File: src/rtl/apb_pkg.sv
// Shared APB definitions: bus widths, completer FSM states and the response record.
package apb_pkg;

  localparam int APB_ADDR_WIDTH = 16;
  localparam int APB_DATA_WIDTH = 8;

  typedef enum logic {
    IDLE,
    ACCESS
  } apb_state_e;

  typedef struct packed {
    logic [APB_DATA_WIDTH-1:0] rdata;
    logic                      slverr;
  } apb_resp_t;

endpackage

File: src/rtl/apb_slave_mem_array.sv
// Storage for the APB memory: synchronous write, registered read with enable.
// Left without reset so that it maps onto block RAM.
module apb_slave_mem_array #(
  parameter int DEPTH      = 256,
  parameter int DATA_WIDTH = 8,
  parameter int IDX_W      = 8
) (
  input  logic                  i_clk,
  input  logic                  i_we,
  input  logic [IDX_W-1:0]      i_waddr,
  input  logic [DATA_WIDTH-1:0] i_wdata,
  input  logic                  i_re,
  input  logic [IDX_W-1:0]      i_raddr,
  output logic [DATA_WIDTH-1:0] o_rdata
);

  logic [DATA_WIDTH-1:0] r_mem [DEPTH];
  logic [DATA_WIDTH-1:0] r_q;

  // The read register only updates on a read hit, so it holds the last read value.
  always_ff @(posedge i_clk) begin
    if (i_we) begin
      r_mem[i_waddr] <= i_wdata;
    end
    if (i_re) begin
      r_q <= r_mem[i_raddr];
    end
  end

  assign o_rdata = r_q;

endmodule

File: src/rtl/apb_slave_mem.sv
// APB completer in front of a byte memory: parameterised wait states,
// PSLVERR for addresses beyond MEM_DEPTH, all outputs registered.
module apb_slave_mem
  import apb_pkg::*;
#(
  parameter int ADDR_WIDTH  = APB_ADDR_WIDTH,
  parameter int DATA_WIDTH  = APB_DATA_WIDTH,
  parameter int MEM_DEPTH   = 256,
  parameter int WAIT_CYCLES = 2
) (
  input  logic                  PCLK,
  input  logic                  PRESET,
  input  logic [ADDR_WIDTH-1:0] PADDR,
  input  logic [DATA_WIDTH-1:0] PWDATA,
  input  logic                  PSEL,
  input  logic                  PENABLE,
  input  logic                  PWRITE,
  output logic [DATA_WIDTH-1:0] PRDATA,
  output logic                  PREADY,
  output logic                  PSLVERR
);

  localparam int                  IDX_W     = (MEM_DEPTH > 1) ? $clog2(MEM_DEPTH) : 1;
  localparam logic [ADDR_WIDTH:0] DEPTH_LIM = (ADDR_WIDTH + 1)'(MEM_DEPTH);
  localparam logic [3:0]          WAIT_LD   = 4'(WAIT_CYCLES);
  localparam logic                ZERO_WAIT = (WAIT_CYCLES == 0);

  apb_state_e            r_state, w_stateNext;
  logic [3:0]            r_cnt, w_cntNext;
  logic                  r_ready, w_readyNext;
  logic                  r_slverr, w_slverrNext;
  logic                  r_err, w_errNext;
  logic                  r_write, w_writeNext;
  logic                  r_rdZero, w_rdZeroNext;
  logic [IDX_W-1:0]      r_idx, w_idxNext;
  logic [IDX_W-1:0]      w_rdIdx;
  logic                  w_memWe, w_memRe;
  logic                  w_setupErr;
  logic [DATA_WIDTH-1:0] w_memQ;

  assign w_setupErr = ({1'b0, PADDR} >= DEPTH_LIM);

  always_comb begin
    w_stateNext  = r_state;
    w_cntNext    = r_cnt;
    w_readyNext  = r_ready;
    w_slverrNext = r_slverr;
    w_errNext    = r_err;
    w_writeNext  = r_write;
    w_rdZeroNext = r_rdZero;
    w_idxNext    = r_idx;
    w_rdIdx      = r_idx;
    w_memWe      = 1'b0;
    w_memRe      = 1'b0;
    case (r_state)
      IDLE: begin
        w_readyNext  = 1'b0;
        w_slverrNext = 1'b0;
        // A zero-wait read must fetch on the setup edge, before the address is latched.
        w_rdIdx      = PADDR[IDX_W-1:0];
        if (PSEL && !PENABLE) begin
          w_stateNext  = ACCESS;
          w_cntNext    = WAIT_LD;
          w_errNext    = w_setupErr;
          w_writeNext  = PWRITE;
          w_idxNext    = PADDR[IDX_W-1:0];
          w_readyNext  = ZERO_WAIT;
          w_slverrNext = ZERO_WAIT && w_setupErr;
          if (ZERO_WAIT && !PWRITE) begin
            w_rdZeroNext = w_setupErr;
            w_memRe      = !w_setupErr;
          end
        end
      end
      ACCESS: begin
        if (!PSEL) begin
          w_stateNext  = IDLE;
          w_cntNext    = 4'd0;
          w_readyNext  = 1'b0;
          w_slverrNext = 1'b0;
        end else if (r_cnt != 4'd0) begin
          w_cntNext = r_cnt - 4'd1;
          if (r_cnt == 4'd1) begin
            w_readyNext  = 1'b1;
            w_slverrNext = r_err;
            if (!r_write) begin
              w_rdZeroNext = r_err;
              w_memRe      = !r_err;
            end
          end
        end else if (r_ready && PENABLE) begin
          w_memWe      = r_write && !r_err;
          w_stateNext  = IDLE;
          w_readyNext  = 1'b0;
          w_slverrNext = 1'b0;
        end
      end
      default: w_stateNext = IDLE;
    endcase
  end

  always_ff @(posedge PCLK) begin
    if (PRESET) begin
      r_state  <= IDLE;
      r_cnt    <= 4'd0;
      r_ready  <= 1'b0;
      r_slverr <= 1'b0;
      r_err    <= 1'b0;
      r_write  <= 1'b0;
      r_rdZero <= 1'b1;
      r_idx    <= '0;
    end else begin
      r_state  <= w_stateNext;
      r_cnt    <= w_cntNext;
      r_ready  <= w_readyNext;
      r_slverr <= w_slverrNext;
      r_err    <= w_errNext;
      r_write  <= w_writeNext;
      r_rdZero <= w_rdZeroNext;
      r_idx    <= w_idxNext;
    end
  end

  // Reset must also block a write or read that completes on the same edge.
  apb_slave_mem_array #(
    .DEPTH      (MEM_DEPTH),
    .DATA_WIDTH (DATA_WIDTH),
    .IDX_W      (IDX_W)
  ) u_array (
    .i_clk   (PCLK),
    .i_we    (w_memWe && !PRESET),
    .i_waddr (r_idx),
    .i_wdata (PWDATA),
    .i_re    (w_memRe && !PRESET),
    .i_raddr (w_rdIdx),
    .o_rdata (w_memQ)
  );

  assign PREADY  = r_ready;
  assign PSLVERR = r_slverr;
  assign PRDATA  = r_rdZero ? '0 : w_memQ;

endmodule

File: config.mk
export PLATFORM = sky130hd
export DESIGN_NAME = apb_slave_mem
export DESIGN_NICKNAME = d
export VERILOG_FILES = /design/src/rtl/apb_pkg.sv /design/src/rtl/apb_slave_mem_array.sv /design/src/rtl/apb_slave_mem.sv
export SDC_FILE = /design/constraint.sdc
export NUM_CORES = 2
export LEC_CHECK = 0
export ABC_CLOCK_PERIOD_IN_PS = 9800
export BUFFER_PORTS_ARGS = -buffer_cell sky130_fd_sc_hd__buf_2
export CAP_MARGIN = 15
export CORE_ASPECT_RATIO = 0.5
export CORE_MARGIN = 4
export CORE_UTILIZATION = 52
export DETAILED_ROUTE_END_ITERATION = 7
export GPL_TIMING_DRIVEN = 0
export PLACE_DENSITY = 0.74
export SLEW_MARGIN = 20
export SYNTH_ARGS = -nofsm -noshare
export SYNTH_HDL_FRONTEND = slang
export SYNTH_HIERARCHICAL = 1
export SYNTH_SLANG_ARGS = --single-unit
File: constraint.sdc
create_clock -name PCLK -period 9.8 [get_ports PCLK]
set_input_delay 1.47 -clock PCLK [delete_from_list [all_inputs] [get_ports PCLK]]
set_output_delay 1.47 -clock PCLK [all_outputs]
set_load 0.005 [all_outputs]
==> results.md <==
* Layout Utilization at 0.5879
* WP data arrival at between 6 and 7 ns
* Input/output buffers at 38
* Clk sinks at 2,074
* Clock buffer depth at 3
* Clock buffer count from CTS at about 180
* Fmax at roughly 150 MHz
* Crit Path Category: register to register
* Worst-Margin Slew at between 1 and 1.5 ns
* RSZ-0062 raised after global routing: no
* Skew-Pair Late Insertion Delay at ~0.82 ns
* Cts hold-fix bufs at 0
* Hold Violations, Final at 0
* Antenna Nets Post-Route at 0
* Vias in the first global route at between 40k and 50k
* Post-cts resize count at 0
* Drt drc at 33
* Synth area leader: edfxtp_1
* Clk pin slew, worst setup/hold paths at roughly 0.070 ns
* Unique cell type count in the Yosys netlist at between 60 and 70
* Avg Cell Area, Syn at 20.96 um2
* Worst path slowest cell: clkbuf_1
* Layout cell share with drive strength beyond 1 at 0.2250
* Post-synthesis sequential area ratio at 0.7704
* Period minus WS final at 6.523 ns
* Synth Flop Type: edfxtp_1
* Wire per inst at 37.53 um
* Tot GR Track Use at 0.2930
* Die area at roughly 160,000 um2
* Max VDD drop at 0.1783 mV
* Iter 0 DRT Violations at roughly 8.4k
* Post-DP HPWL at 157.6 mm
* Initial Util at 0.5272
* Top cells by count, synth: edfxtp_1 (2,056), mux4_2 (454), nor2_1 (287)
* Final setup fails at 0
* Critical path cell sequence: buf_2, buf_1, mux2_2, buf_2, buf_2, nor2_1, clkbuf_1, a22oi_1, a31oi_1, nor4_1, nor4_1
* Async SR Flop Fraction at 0
* Max transition margin at 0.1079
* Vias per cell at 6.961
* RePlAce Congestion at about 1
* P&R area growth vs syn at 11.51%
* Htree depth at 4
* First-pass GRT wire length at 328.4 mm
* Number of synthesized flops with an enable pin at between 2k and 2.5k
* Crit start category: register
* Std cell rows at approximately 100
* Leakage at 27.51 nW
* Placed cells at approximately 6.0k
* Slew Limit Fails at 0
* Cell mode on critical path: buf_2
* Crit path largest cell delay at approximately 0.95 ns
* Critical Path RT at between 10 and 15 ns
* Setup WS pre-CTS at around 3.3 ns
* Hold/Removal Path Class: register to register
* Die height at between 200 and 300 um
* Pwr Density at 201.0 nW/um2
* Failing checks: DRC
* Synthesized Nets at approximately 3.9k
* Synth Warn # at 6
* Vias at between 40k and 50k
* Crit path capture type: register
* Synth top area cells: edfxtp_1 (77%), mux4_2 (13%), mux2i_1 (1.7%), nor2_1 (1.3%), a22oi_1 (1.2%)
* CTS Root Cell: clkbuf_16
* Power, Total at between 15 and 20 mW
* Period Utilization, post-route at 0.6656
* Largest net degree at the start of global routing at approximately 140
* Maxcap violations at 0
* Final WL at 236.9 mm
* Die W at 564.8 um
* Post-route setup slack at 3.277 ns
* Share of the synthesized area in the top cell type at 0.7659
* Total grt overflow at 0
* Post-layout nets at 4,124
* Most frequent cell after synthesis: edfxtp_1
* Fillers at between 10k and 15k
* CP max FO at 10
* Initial antenna violation count at 9
* Postcts setup bufs at 0
* Core area at 152,900 um2
* Status: complete, but fails checks
* Synth Register Bits at 2,074
* Mapped cell area at approximately 80,000 um2
* Boundary Pins at 39
* Synth Instances at roughly 3.8k
* CTS tree: yes
* Setup TNS at 0 ns
* Max Clock Skew at 0.03579 ns
* Drt pass-1 iters at 8
* Fin cells at around 6.3k
## registers in the layout (all words and copies together) (netlist names), 4 cells and up
| name | cells |
|---|---|
| u_array/r_mem | 2048 |
| r_idx | 8 |
| u_array/o_rdata | 8 |
| r_cnt | 4 |
## area by class of cell
cell class | count | area, um2 | share of cell area
Tap cell | 2060 | 2577 | 0.02867
Timing Repair Buffer | 70 | 1011 | 0.01125
Sequential cell | 2074 | 62100 | 0.6908
Clock buffer | 210 | 4574 | 0.05089
Clock inverter | 111 | 947.2 | 0.01054
Inverter | 4 | 15.01 | 0.0001670
Buffer | 239 | 1515 | 0.01686
Multi-Input combinational cell | 1528 | 17110 | 0.1903
Antenna cell | 16 | 40.04 | 0.0004454
## logic make-up (layout without fill, tap and decap cells)
family          after synthesis  after routing  synth area share
simple gates                520            520           0.02982
fa+ha+maj                     3              3         0.0004657
buf+inv                     243            634           0.01846
flops                      2074           2074            0.7704
other cells                   0             16                 0
mux                         601            601            0.1457
compound gates              404            404           0.03522
## placed cells by master, fill, tap and decap left out, types with 11 or more instances in the layout
master,n
a211oi_1,17
a21oi_1,101
a221oi_1,11
a22oi_1,133
buf_1,16
buf_16,23
buf_2,67
buf_4,30
buf_6,21
buf_8,23
bufinv_16,13
clkbuf_1,120
clkbuf_16,178
clkbuf_2,29
clkinv_1,41
clkinv_2,40
dfxtp_1,18
diode_2,16
edfxtp_1,2056
mux2i_1,135
mux4_2,454
nand2_1,53
nand3_1,34
nand4_1,11
nor2_1,281
nor2b_1,41
nor3_1,23
nor4_1,24
o21ai_0,11
o221ai_1,46
o22ai_1,30
## critical path: cells and delay by family, from the launching register on
| kind | cells | cell delay (ns) |
|---|---|---|
| and+or+nand+nor | 3 | 1.82 |
| AOI/OAI and AO/OA | 2 | 1.02 |
| muxes | 1 | 0.56 |
| DFF | 1 | 0.32 |
| buffers and inverters | 5 | 2.39 |
## worst paths after layout
| check | slack (ns) | startpoint | to | cells after the start |
|---|---|---|---|---|
| setup / recovery | 3.28 | r_state | u_array/o_rdata[3] | 11 |
| hold reg to reg | 0.51 | r_write | r_write | 2 |
| setup reg to reg | 3.28 | r_state | u_array/o_rdata[3] | 11 |
| hold / removal | 0.51 | r_write | r_write | 2 |
## per-stage QoR
stage	cell area, um2	hold slack, ns
floorplan	80610	0.4447
global placement	83380	0.4837
global route	89850	0.5396
finish	89890	0.5135
detailed placement	84270	0.4948
CTS	89790	0.5126
## routing by layer
layer / share of wire / wire length (um) / global-route usage
met2: 0.43 / 102700 / 0.4164
met3: 0.17 / 40620 / 0.1295
met5: 0.0017 / 412 / 0.01429
met4: 0.052 / 12300 / 0.1392
met1: 0.34 / 80850 / 0.3885
## power breakdown
part / internal, mW / switching (mW) / total [mW] / leakage (nW)
sequential: 9.75 / 0.00519 / 9.75 / 18.6
combinational: 0.473 / 0.991 / 1.46 / 6.18
clock: 3.69 / 3.17 / 6.85 / 2.71
Note: power is estimated with default switching activity, not from simulation.
